### src/rtl/mips_pkg.sv
// Shared MIPS definitions: instruction field positions, field widths and the
// fetch-stage state encoding.
package mips_pkg;

  localparam int unsigned INSTR_W  = 32;
  localparam int unsigned OPCODE_W = 6;
  localparam int unsigned REG_W    = 5;
  localparam int unsigned FUNCT_W  = 6;
  localparam int unsigned IMM_W    = 16;
  localparam int unsigned JADDR_W  = 26;

  localparam int unsigned OPCODE_MSB = 31;
  localparam int unsigned OPCODE_LSB = 26;
  localparam int unsigned RS_MSB     = 25;
  localparam int unsigned RS_LSB     = 21;
  localparam int unsigned RT_MSB     = 20;
  localparam int unsigned RT_LSB     = 16;
  localparam int unsigned RD_MSB     = 15;
  localparam int unsigned RD_LSB     = 11;
  localparam int unsigned SHAMT_MSB  = 10;
  localparam int unsigned SHAMT_LSB  = 6;
  localparam int unsigned FUNCT_MSB  = 5;
  localparam int unsigned FUNCT_LSB  = 0;
  localparam int unsigned IMM_MSB    = 15;
  localparam int unsigned IMM_LSB    = 0;
  localparam int unsigned JADDR_MSB  = 25;
  localparam int unsigned JADDR_LSB  = 0;

  typedef enum logic [1:0] {
    StIdle  = 2'd0,
    StWait  = 2'd1,
    StValid = 2'd2
  } fetch_state_e;

endpackage

### src/rtl/fetch_timeout_counter.sv
// Wait-cycle counter for the fetch stage. Clears when a fetch is accepted,
// counts WAIT cycles without mem_ready, and flags expiry on the cycle whose
// count would reach TIMEOUT_CYCLES.
module fetch_timeout_counter #(
  parameter int unsigned TIMEOUT_CYCLES = 16
) (
  input  logic i_clock,
  input  logic i_reset_n,
  input  logic i_clear,
  input  logic i_count,
  output logic o_expire
);

  localparam int unsigned CntW    = $clog2(TIMEOUT_CYCLES + 1);
  localparam int unsigned LimitM1 = (TIMEOUT_CYCLES > 0) ? TIMEOUT_CYCLES - 1 : 0;
  localparam logic [CntW-1:0] Limit = CntW'(LimitM1);

  logic [CntW-1:0] r_count;

  // Count stalled WAIT cycles; restart on every accepted fetch.
  always_ff @(posedge i_clock or negedge i_reset_n) begin
    if (!i_reset_n) begin
      r_count <= '0;
    end else if (i_clear) begin
      r_count <= '0;
    end else if (i_count) begin
      r_count <= r_count + CntW'(1);
    end
  end

  // Expiry only qualifies a stalled cycle, so mem_ready on the limit cycle wins.
  assign o_expire = i_count && (r_count == Limit);

endmodule

### src/rtl/instruction_fetch_register.sv
// Multicycle-MIPS fetch stage and instruction register. Issues one word read
// per accepted fetch_start, latches the returned word and splits it into
// decoded fields. Optional wait timeout is compiled in with FETCH_TIMEOUT_EN.
module instruction_fetch_register
  import mips_pkg::*;
#(
  parameter int unsigned TIMEOUT_CYCLES = 16
) (
  input  logic                clock,
  input  logic                reset_n,
  input  logic                fetch_start,
  input  logic [31:0]         pc,
  output logic                mem_req,
  output logic [31:0]         mem_addr,
  input  logic                mem_ready,
  input  logic [31:0]         mem_rdata,
  output logic [INSTR_W-1:0]  instr,
  output logic [OPCODE_W-1:0] opcode,
  output logic [REG_W-1:0]    rs,
  output logic [REG_W-1:0]    rt,
  output logic [REG_W-1:0]    rd,
  output logic [REG_W-1:0]    shamt,
  output logic [FUNCT_W-1:0]  funct,
  output logic [IMM_W-1:0]    imm16,
  output logic [JADDR_W-1:0]  jaddr,
  output logic                instr_valid,
  output logic                busy,
  output logic                fetch_error
);

  fetch_state_e       r_state;
  logic [29:0]        r_pc_word;
  logic               r_mem_req;
  logic [INSTR_W-1:0] r_instr;
  logic               r_instr_valid;

  logic w_accept;
  logic w_timeout;
  logic w_unused_pc;

  // Byte offset is dropped silently; fetches are always word reads.
  assign w_unused_pc = ^pc[1:0];

  // A new fetch can start from IDLE or directly out of VALID (back-to-back).
  assign w_accept = fetch_start && ((r_state == StIdle) || (r_state == StValid));

`ifdef FETCH_TIMEOUT_EN
  logic r_fetch_error;

  fetch_timeout_counter #(
    .TIMEOUT_CYCLES(TIMEOUT_CYCLES)
  ) u_timeout (
    .i_clock  (clock),
    .i_reset_n(reset_n),
    .i_clear  (w_accept),
    .i_count  ((r_state == StWait) && !mem_ready),
    .o_expire (w_timeout)
  );

  // Sticky error: set on timeout, cleared by the next accepted fetch.
  always_ff @(posedge clock or negedge reset_n) begin
    if (!reset_n) begin
      r_fetch_error <= 1'b0;
    end else if (w_accept) begin
      r_fetch_error <= 1'b0;
    end else if (w_timeout) begin
      r_fetch_error <= 1'b1;
    end
  end

  assign fetch_error = r_fetch_error;
`else
  logic w_unused_timeout;

  assign w_unused_timeout = ^TIMEOUT_CYCLES;
  assign w_timeout        = 1'b0;
  assign fetch_error      = 1'b0;
`endif

  // Fetch FSM with registered request, instruction and valid pulse.
  always_ff @(posedge clock or negedge reset_n) begin
    if (!reset_n) begin
      r_state       <= StIdle;
      r_pc_word     <= '0;
      r_mem_req     <= 1'b0;
      r_instr       <= '0;
      r_instr_valid <= 1'b0;
    end else begin
      r_instr_valid <= 1'b0;
      case (r_state)
        StIdle, StValid: begin
          if (fetch_start) begin
            r_pc_word <= pc[31:2];
            r_mem_req <= 1'b1;
            r_state   <= StWait;
          end else begin
            r_state   <= StIdle;
          end
        end
        StWait: begin
          if (mem_ready) begin
            r_instr       <= mem_rdata;
            r_instr_valid <= 1'b1;
            r_mem_req     <= 1'b0;
            r_state       <= StValid;
          end else if (w_timeout) begin
            r_mem_req <= 1'b0;
            r_state   <= StIdle;
          end
        end
        default: begin
          r_mem_req <= 1'b0;
          r_state   <= StIdle;
        end
      endcase
    end
  end

  assign mem_req     = r_mem_req;
  assign busy        = r_mem_req;
  assign mem_addr    = {r_pc_word, 2'b00};
  assign instr       = r_instr;
  assign instr_valid = r_instr_valid;

  // Field split is pure slicing of the instruction register.
  assign opcode = r_instr[OPCODE_MSB:OPCODE_LSB];
  assign rs     = r_instr[RS_MSB:RS_LSB];
  assign rt     = r_instr[RT_MSB:RT_LSB];
  assign rd     = r_instr[RD_MSB:RD_LSB];
  assign shamt  = r_instr[SHAMT_MSB:SHAMT_LSB];
  assign funct  = r_instr[FUNCT_MSB:FUNCT_LSB];
  assign imm16  = r_instr[IMM_MSB:IMM_LSB];
  assign jaddr  = r_instr[JADDR_MSB:JADDR_LSB];

endmodule
### config.mk
export PLATFORM = sky130hd
export DESIGN_NAME = instruction_fetch_register
export DESIGN_NICKNAME = d
export VERILOG_FILES = /design/src/rtl/mips_pkg.sv /design/src/rtl/fetch_timeout_counter.sv /design/src/rtl/instruction_fetch_register.sv
export SDC_FILE = /design/constraint.sdc
export NUM_CORES = 1
export LEC_CHECK = 0
export CORE_ASPECT_RATIO = 0.6
export CORE_MARGIN = 3
export CORE_UTILIZATION = 39
export CTS_BUF_LIST = sky130_fd_sc_hd__clkbuf_8 sky130_fd_sc_hd__clkbuf_16
export DETAILED_ROUTE_END_ITERATION = 8
export PLACE_DENSITY = 0.87
export SLEW_MARGIN = 20
export SYNTH_ARGS = -nofsm -noshare
export SYNTH_HDL_FRONTEND = slang
export SYNTH_SLANG_ARGS = --single-unit
### constraint.sdc
create_clock -name clock -period 2.3 [get_ports clock]
set_input_delay 0.46 -clock clock [delete_from_list [all_inputs] [get_ports clock]]
set_output_delay 0.46 -clock clock [all_outputs]
set_load 0.01 [all_outputs]
# Word-level counts from Yosys, hierarchy flattened

Cells that the tools add are included.
W data, S select, Z words.

Equality and inequality tests: 4
Reductions and logical operators: 5
Mux-type cells: 8

Operator list:

| operator             | number |
|---|---|
| $reduce_and A2 Y1    | 3 |
| $mux W1              | 5 |
| $ne A2 B2 Y1 const B | 2 |
| $pmux W2 S2          | 1 |
| $eq A2 B1 Y1 const B | 1 |
| $eq A2 B2 Y1 const B | 1 |
| $logic_not A2 Y1     | 1 |
| $mux W2              | 1 |
| $pmux W1 S2          | 1 |
| $reduce_or A2 Y1     | 1 |

Register bits: 66

# Depth between registers and ports, before layout

Word-level depth: 4
Mapped depth: 4

# Worst setup path after synthesis

Ideal clock, no wire load.

Path kind: input-to-reg
From: input fetch_start
To: register r_pc_word[0]
Slack: 0.962 ns
Required time: 2.175 ns
Arrival time: 1.213 ns
Library setup time: 0.125 ns
Cell stages on the path: 3
Path buffers: 1
Cell sequence: nor2b_1 -> buf_4 -> mux2_2

Cells in the longest elaborated chain, start to end: 1

Ends and longest elaborated chain:

| item                               | line                             | text |
|---|---|---|
| from (decl)                        | instruction_fetch_register.sv:11 | `input logic fetch_start,` |
| $reduce_and A2 Y1 (no source line) | n/a                              |  |
| to (signal assigned)               | instruction_fetch_register.sv:93 | `r_pc_word <= pc[31:2];` |
| to (decl)                          | instruction_fetch_register.sv:32 | `logic [29:0] r_pc_word;` |

No other way between the ends.
A chain may end at the register's enable or synchronous reset.

# Worst setup path in the final report

From: register r_instr[10], in the netlist instr[10]
To: output imm16[10]

RTL lines:

| item                   | line                              | text |
|---|---|---|
| from (decl)            | instruction_fetch_register.sv:34  | `logic [INSTR_W-1:0] r_instr;` |
| from (signal assigned) | instruction_fetch_register.sv:102 | `r_instr <= mem_rdata;` |
| to (decl)              | instruction_fetch_register.sv:24  | `output logic [IMM_W-1:0] imm16,` |

No word-level cell between the ends.

==> results.tsv <==
metric	value	unit
sequential-to-total area share from yosys stat	0.522	
Final Cell Area	5040	sq um
Final #Nets	426	
antenna cells	0	
crit-path max FO	5	
# IOs	210	
Routed WL	7.56	mm
largest net degree at the start of global routing	34	
Overflow after GRT	0	
hold crit path type	primary input to asynchronous set/reset pin	
worst path arrival time	1320	ps
VDD IR max	0.000507	V
Clock Root Buffer	clkbuf_16	
relative slew slack	0.661	
P_leak	0.00211	uW
Req. time, crit path	1840	ps
area leader, netlist	dfrtp_1	
Setup Skew	3.92	ps
Yosys cell types	11	
Hold WS	104	ps
pre-CTS setup slack	358	ps
hpwl dp	5.94	mm
Synth warnings	0	
layout cells sized above 1	0.237	
via count of the routed design	2040	
Post-route DRC	0	
Max clock buf depth	2	
Post-synth EDFFs	0	
most numerous cell in the Yosys netlist	buf_4	
Setup violations, final	0	
CP cell instances	clkdlybuf4s50_1	
clk slew on worst S/H paths	60	ps
Final Critical Period	1780	ps
number of clock sinks	66	
syn_area_per_cell	14.3	sq um
CP Class	flop to output port	
Logic pwr share	0.466	
FF/Latch Area	1650	sq um
H-tree depth	3	
Slew @ Worst Pin	509	ps
largest cells by area after synthesis	dfrtp_1 52%, buf_4 19%, mux2_4 14%, mux2_2 12%, buf_6 1.4%	
Final period util	0.774	
delay-heaviest family, CP	buffers and inverters	
Via density	4.37	
Post-CTS Setup Bufs	0	
Fin Setup TNS	0	ps
die width	122	microns
Setup WS post-layout	519	ps
maxcap violations	0	
total of cells resized after clock tree synthesis	0	
# rows	24	
number of global-route vias before repair	2090	
Die H	75.8	microns
post-synthesis cell area	3160	sq um
Clock Power Share	0.227	
Area growth syn-to-layout	59.5	%
Net Sw Power	1730	uW
ys async rst share	1.00	
Commonest cells post-synth	81 x buf_4, 66 x dfrtp_1, 33 x mux2_2	
area of the multi-input gates	870	sq um
CP Buf/Inv Count	1	
Top FF cell, synth	dfrtp_1	
Power, Total	5940	uW
WL/cell	16.2	microns
antenna viol nets, final	0	
Starting DRT DRC Count	54	
Core Footprint	7570	sq um
largest incremental delay on the critical path	580	ps
placer congestion estimate	0.698	
Max stage delay cell, worst path	clkdlybuf4s50_1	
Peak Freq	561	MHz
Slew Limit Fails	0	
switching part of the total	0.292	
router iterations before antenna repair	2	
status	complete, no violations	
initial antenna violation count	0	
crit end category	output port	
fill cell count	579	
total CTS buffers	9	
CP Launch Type	flop	
share of the synthesized area in the top cell type	0.522	
worst-skew pair later-pin latency	320	ps
first-pass GRT wire length	11.2	mm
Port Buf Inserts	204	
Tot GR Track Use	0.162	
CTS tree	built	
hold-fix buffers at CTS	0	
die area	9260	sq um
Pint	4210	uW
Synth Instances	221	
Final Hold Viols	0	
DP Area	4740	sq um
sequential share of power	0.307	
initial core utilization	0.418	
RSZ-0062 raised after global routing	false	
#FFs+latches synth	66	
PwrDens	1180	nW/um^2
-- final timing paths --
| check | slack [ps] | depth (start not counted) | end | startpoint |
|---|---|---|---|---|
| max | 520 | 1 | imm16[10] | instr[10] |
| min | 100 | 1 | r_pc_word[5] | reset_n |
| max reg2reg | 880 | 3 | instr[1] | r_state[0] |
| min reg2reg | 500 | 1 | r_pc_word[28] | r_pc_word[28] |
| max in group asynchronous | 1490 | 2 | r_pc_word[26] | reset_n |
| min in group clock | 500 | 1 | r_pc_word[28] | r_pc_word[28] |
-- layout by cell type (no fill, tap or decap), types with 2 or more instances in the layout --
cell type,Yosys,layout
dfrtp_1,66,66
clkinvlp_4,0,3
conb_1,1,3
clkdlybuf4s50_1,0,203
nor2_1,2,2
buf_4,81,4
mux2_2,33,33
mux2_4,29,29
clkbuf_16,0,9
-- logic make-up after synthesis --
family / share of synthesized area
and+or+nand+nor: 0.00989
buffers and inverters: 0.206
muxes: 0.255
AOI/OAI and AO/OA: 0.00514
DFF: 0.522
other: 0.00119
-- worst register-to-register path: stages (launching register included) --
cell,delay [ps]
dfrtp_1,430
and3b_2,240
buf_12,250
mux2_2,380
-- layer usage --
layer	up-vias	wire length, microns	GRT usage
met1	989	2670	0.167
met2	116	3830	0.282
li1	930	-	-
met4	0	36	0.0372
met5	-	0	0
met3	5	1020	0.105
-- per-stage QoR --
stage / utilization / instances
3_3_place_gp: 0.626 / 451
6_report: 0.667 / 467
3_5_place_dp: 0.626 / 451
5_1_grt: 0.667 / 467
4_1_cts: 0.667 / 467
2_1_floorplan: - / 223
-- layout make-up --
type | instances | area share
timing repair buffer | 209 | 0.414
sequential | 66 | 0.327
multi-input combinational | 72 | 0.172
clock buffer | 10 | 0.0474
tap | 104 | 0.0258
clock inverter | 6 | 0.0131
-- sequential cells by signal, indices dropped and copies added, names as in the netlist --
| name | flops |
|---|---|
| busy | 1 |
| instr_valid | 1 |
| instr | 32 |
| r_state | 2 |
| r_pc_word | 30 |
-- power by group through the flow --
stage / sequential, uW / clock [uW] / combinational [uW]
2_1_floorplan: 1950 / 0 / 1450
3_3_place_gp: 1820 / 0 / 2770
3_5_place_dp: 1850 / 0 / 2800
4_1_cts: 1840 / 1390 / 2810
5_1_grt: 1890 / 1450 / 2930
6_report: 1820 / 1350 / 2770
Power figures use the tool's default switching activity.
==> RTL edit 1: new RTL, same flow settings <==
Add a define of `FETCH_TIMEOUT_EN`.
--- a/src/rtl/instruction_fetch_register.sv
+++ b/src/rtl/instruction_fetch_register.sv
@@ -3,2 +3,4 @@
 // decoded fields. Optional wait timeout is compiled in with FETCH_TIMEOUT_EN.
+`define FETCH_TIMEOUT_EN
+
 module instruction_fetch_register
Behaviour: same outputs for any inputs over 10 cycles, from zero or initial values and one cycle with reset_n low; that may be too few to reach the edited logic, so the function may still have changed.
==> RTL edit 1 against the original RTL <==
Via count grew 22%. Power grew 5.4%. Worst setup slack lost 8.0 ps. Critical endpoint is now rs[4]. Routed wire length grew 14%. Area after synthesis grew 11%. Die area grew 9.8%. Cell count grew 20%. Clock power grew 9.6%. Cell area grew 6.8%. Sequential power grew 8%. Core utilization shrank 4.1 points. Critical path depth is the same. Sequential cell count grew 6.
==> RTL edit 1: results <==
<?xml version="1.0" encoding="UTF-8"?>
<metrics>
  <group name="run_status">
    <metric name="status" unit="">finished, final reports clean</metric>
  </group>
  <group name="pwr">
    <metric name="clock_power" unit="µW">1480</metric>
    <metric name="total_power" unit="µW">6260</metric>
    <metric name="p_switching" unit="µW">1890</metric>
    <metric name="seq-power" unit="µW">1970</metric>
    <metric name="peakVddDrop" unit="mV">0.519</metric>
  </group>
  <group name="cells_and_area">
    <metric name="nets" unit="">515</metric>
    <metric name="fillCellCount" unit="">673</metric>
    <metric name="drive_gt1_share" unit="%">12.9</metric>
    <metric name="area_growth" unit="%">54.2</metric>
  </group>
  <group name="global_routing">
    <metric name="grtUsageMet1" unit="%">19.9</metric>
    <metric name="global_route.usage.total" unit="%">17.2</metric>
    <metric name="grt_start_max_net_pins" unit="">43</metric>
    <metric name="grt_util_met3" unit="%">7.46</metric>
    <metric name="grt_first_pass_wirelength" unit="mm">13.6</metric>
    <metric name="met2_usage" unit="%">29.3</metric>
  </group>
  <group name="place">
    <metric name="port-buffer-count" unit="">205</metric>
    <metric name="detailedPlacementHpwl" unit="mm">6.54</metric>
    <metric name="finalWeightedCongestion" unit="">0.726</metric>
    <metric name="placement.setup.worst_slack" unit="ps">291</metric>
    <metric name="placed_cells_incl_taps" unit="">546</metric>
    <metric name="placedInstanceArea" unit="µm²">5070</metric>
  </group>
  <group name="yosys">
    <metric name="netlist-cell-type-count" unit="">26</metric>
    <metric name="post_synth_main_area_contributors" unit="">sky130_fd_sc_hd__dfrtp_1 52%, sky130_fd_sc_hd__buf_4 17%, sky130_fd_sc_hd__mux2_4 12%</metric>
    <metric name="yosys-top-cells-count" unit="">93 x sky130_fd_sc_hd__nand2_1, 77 x sky130_fd_sc_hd__buf_4, 72 x sky130_fd_sc_hd__dfrtp_1</metric>
    <metric name="synth_seq_area_share" unit="%">51.5</metric>
  </group>
  <group name="route">
    <metric name="detail_route.iter0.violations" unit="">77</metric>
    <metric name="detailroute.via_count" unit="">2492</metric>
    <metric name="met3WireLength" unit="µm">820</metric>
    <metric name="total_iterations_of_the_first_detailed_routing_run" unit="">4</metric>
    <metric name="route.met2.wl" unit="mm">4.31</metric>
    <metric name="wl_per_cell" unit="µm">15.3</metric>
    <metric name="wirelength_met1" unit="mm">3.39</metric>
  </group>
  <group name="timing">
    <metric name="finClkSkew" unit="ps">4.42</metric>
  </group>
  <group name="worst_setup_path">
    <metric name="ff2ff_path_depth" unit="">5</metric>
    <metric name="timing.critical_path.fanout_max" unit="">4</metric>
  </group>
</metrics>
==> RTL edit 1: changes by cell type after synthesis, moves of 2 or more <==
cell	before	now
sky130_fd_sc_hd__mux2_2	33	3
sky130_fd_sc_hd__buf_2	0	6
sky130_fd_sc_hd__o21ai_0	0	2
sky130_fd_sc_hd__nor2_1	2	5
sky130_fd_sc_hd__nand2_1	0	93
sky130_fd_sc_hd__ha_1	0	2
sky130_fd_sc_hd__buf_6	4	1
sky130_fd_sc_hd__buf_4	81	77
sky130_fd_sc_hd__inv_1	0	2
sky130_fd_sc_hd__buf_12	0	3
sky130_fd_sc_hd__dfrtp_1	66	72
sky130_fd_sc_hd__mux2i_1	0	3
sky130_fd_sc_hd__clkbuf_1	0	2
==> RTL edit 1: cell families after synthesis <==
group / synth area share, %
AO/OA/AOI/OAI: 0.644
XOR/XNOR: 0.251
adder cells (fa/ha/maj): 0.716
buffers and inverters: 19.9
flip-flops: 51.5
multiplexers: 14.3
other: 0.107
AND/OR/NAND/NOR: 12.6
==> RTL edit 1: worst paths after layout <==
kind	from	end	slack, ps
hold reg to reg	r_pc_word[27]	r_pc_word[27]	470
max in group asynchronous	reset_n	instr[1]	1650
hold / removal	reset_n	instr[20]	70
setup reg to reg	u_timeout.r_count[0]	busy	630
min in group clock	r_pc_word[27]	r_pc_word[27]	470
setup / recovery	instr[25]	rs[4]	510
==> RTL edit 1: area by class of cell <==
cell class / count / area share [%]
timing repair buffer: 210 / 39.2
clock buffer: 9 / 4.18
inverter: 2 / 0.139
multi-input combinational: 150 / 18.7
sequential: 72 / 33.4
tap: 112 / 2.60
clock inverter: 7 / 1.76
==> RTL edit 2: new RTL, config.mk and constraints unchanged <==
Made on the original files. Re-encode `fetch_state_e` (3 states) as one-hot, 3 bits wide.
--- a/src/rtl/mips_pkg.sv
+++ b/src/rtl/mips_pkg.sv
@@ -28,6 +28,6 @@
 
-  typedef enum logic [1:0] {
-    StIdle  = 2'd0,
-    StWait  = 2'd1,
-    StValid = 2'd2
+  typedef enum logic [2:0] {
+    StIdle  = 3'b001,
+    StWait  = 3'b010,
+    StValid = 3'b100
   } fetch_state_e;
Formal check against the unedited RTL: no difference found for any inputs over 4 cycles, from zero or initial values and one cycle with reset_n low; so few cycles prove little.
==> RTL edit 2 against the original RTL <==
Sequential cell count up 1. Area after synthesis decreased by 2.0%. Die area decreased by 1.9%. First-iteration DRC count fell by 3.7%. Register-to-register slack got worse by 240 ps. Global-route usage up 0.19 points. Power is 34% higher. Sequential share of layout area is 0.39 points higher. Worst setup slack got worse by 40 ps. Critical path depth stayed put. Cell area grew 0.40%. Routed wire length decreased by 2.7%.
==> RTL edit 2: results <==
<?xml version="1.0" encoding="UTF-8"?>
<metrics>
  <group name="global_routing">
    <metric name="grt_start_max_net_pins" unit="">35</metric>
    <metric name="grt_first_pass_wirelength" unit="mm">11.1</metric>
    <metric name="global_route.usage.total" unit="%">16.4</metric>
  </group>
  <group name="yosys">
    <metric name="post_synth_main_area_contributors" unit="">sky130_fd_sc_hd__dfrtp_1 53%, sky130_fd_sc_hd__buf_4 20%, sky130_fd_sc_hd__mux2_2 12%</metric>
    <metric name="synth_seq_area_share" unit="%">54.1</metric>
    <metric name="synth_xor_xnor_area_share" unit="%">0.283</metric>
    <metric name="netlist-cell-type-count" unit="">15</metric>
    <metric name="multiplexer_share_of_the_synthesized_area" unit="%">22.5</metric>
    <metric name="synth_top_area_share" unit="%">53.3</metric>
    <metric name="post_synthesis_compound_gate_area_fraction" unit="%">0.484</metric>
    <metric name="syn-instance-count" unit="">226</metric>
    <metric name="yosys-top-cells-count" unit="">84 x sky130_fd_sc_hd__buf_4, 66 x sky130_fd_sc_hd__dfrtp_1, 34 x sky130_fd_sc_hd__mux2_2</metric>
  </group>
  <group name="run_status">
    <metric name="status" unit="">finished, final reports clean</metric>
  </group>
  <group name="route">
    <metric name="total_iterations_of_the_first_detailed_routing_run" unit="">4</metric>
    <metric name="detailroute.via_count" unit="">2078</metric>
    <metric name="avgViaCountPerCell" unit="">4.40</metric>
    <metric name="detail_route.iter0.violations" unit="">52</metric>
    <metric name="wl" unit="mm">7.36</metric>
  </group>
  <group name="pwr">
    <metric name="total_leakage_power" unit="µW">0.00209</metric>
    <metric name="peakVddDrop" unit="mV">0.895</metric>
  </group>
  <group name="cts">
    <metric name="clock_pin_slew_on_the_worst_setup_and_hold_paths" unit="ps">60</metric>
    <metric name="insertion_delay_to_the_later_sink_of_the_worst_skew_pair" unit="ps">320</metric>
    <metric name="clock_root_buffer" unit="">sky130_fd_sc_hd__clkbuf_16</metric>
  </group>
  <group name="timing">
    <metric name="finClkSkew" unit="ps">4.12</metric>
    <metric name="fin_hold_ws" unit="ps">178</metric>
  </group>
  <group name="worst_setup_path">
    <metric name="arrival_time_at_the_worst_endpoint" unit="ps">1360</metric>
    <metric name="ff2ff_setup_slack" unit="ps">640</metric>
    <metric name="critical_path.reg2reg.endpoint" unit="">r_pc_word[17]</metric>
    <metric name="ff2ff_path_depth" unit="">4</metric>
  </group>
  <group name="cells_and_area">
    <metric name="nets" unit="">431</metric>
    <metric name="antenna-diode-count" unit="">0</metric>
    <metric name="drive_gt1_share" unit="%">16.0</metric>
    <metric name="fillCellCount" unit="">515</metric>
  </group>
  <group name="place">
    <metric name="detailedPlacementHpwl" unit="mm">5.88</metric>
    <metric name="placed_cells_incl_taps" unit="">456</metric>
  </group>
</metrics>
RTL edit 2: cells by family after synthesis:
| group | after synthesis |
|---|---|
| AO/OA/AOI/OAI | 2 |
| XOR/XNOR | 1 |
| buffers and inverters | 86 |
| flip-flops | 67 |
| multiplexers | 62 |
| other | 1 |
| AND/OR/NAND/NOR | 7 |
RTL edit 2: per-stage QoR:
stage	util [%]	setup WS (ps)	power, µW	cell area [µm²]
2_1_floorplan	-	735	4430	3110
3_3_place_gp	62.7	364	6220	4690
3_5_place_dp	62.7	338	6350	4690
4_1_cts	67.7	433	8080	5060
5_1_grt	67.7	410	8370	5060
6_report	67.7	479	7950	5060
RTL edit 2: worst max-delay path by stage:
stage	depth (start not counted)	to	from
finish	1	imm16[1]	instr[1]
global route	1	imm16[1]	instr[1]
CTS	1	imm16[1]	instr[1]
detailed placement	4	r_pc_word[18]	fetch_start
global placement	4	r_pc_word[17]	fetch_start
floorplan	4	r_pc_word[0]	r_state[0]
RTL edit 2: per-layer routing:
layer,part of all wire (%),GRT usage (%),up-vias
li1,-,-,946
met5,0,0,-
met1,33,16.3,1011
met4,1.2,6.03,0
met3,12,8.56,8
met2,54,29.8,113
RTL edit 2: report_power, final:
group          internal [µW]  leakage, µW  switching [µW]
clock                   1200     0.000179             487
combinational           2570      0.00111            1430
sequential              1770     0.000804             489
RTL edit 2: layout make-up:
| type | count | area share (%) |
|---|---|---|
| repair buffers | 209 | 41.2 |
| clock buffers | 10 | 4.72 |
| flip-flops and latches | 67 | 33.1 |
| well taps | 104 | 2.57 |
| clock inverters | 6 | 2.69 |
| inverters | 1 | 0.0741 |
| multi-input cells | 75 | 15.6 |
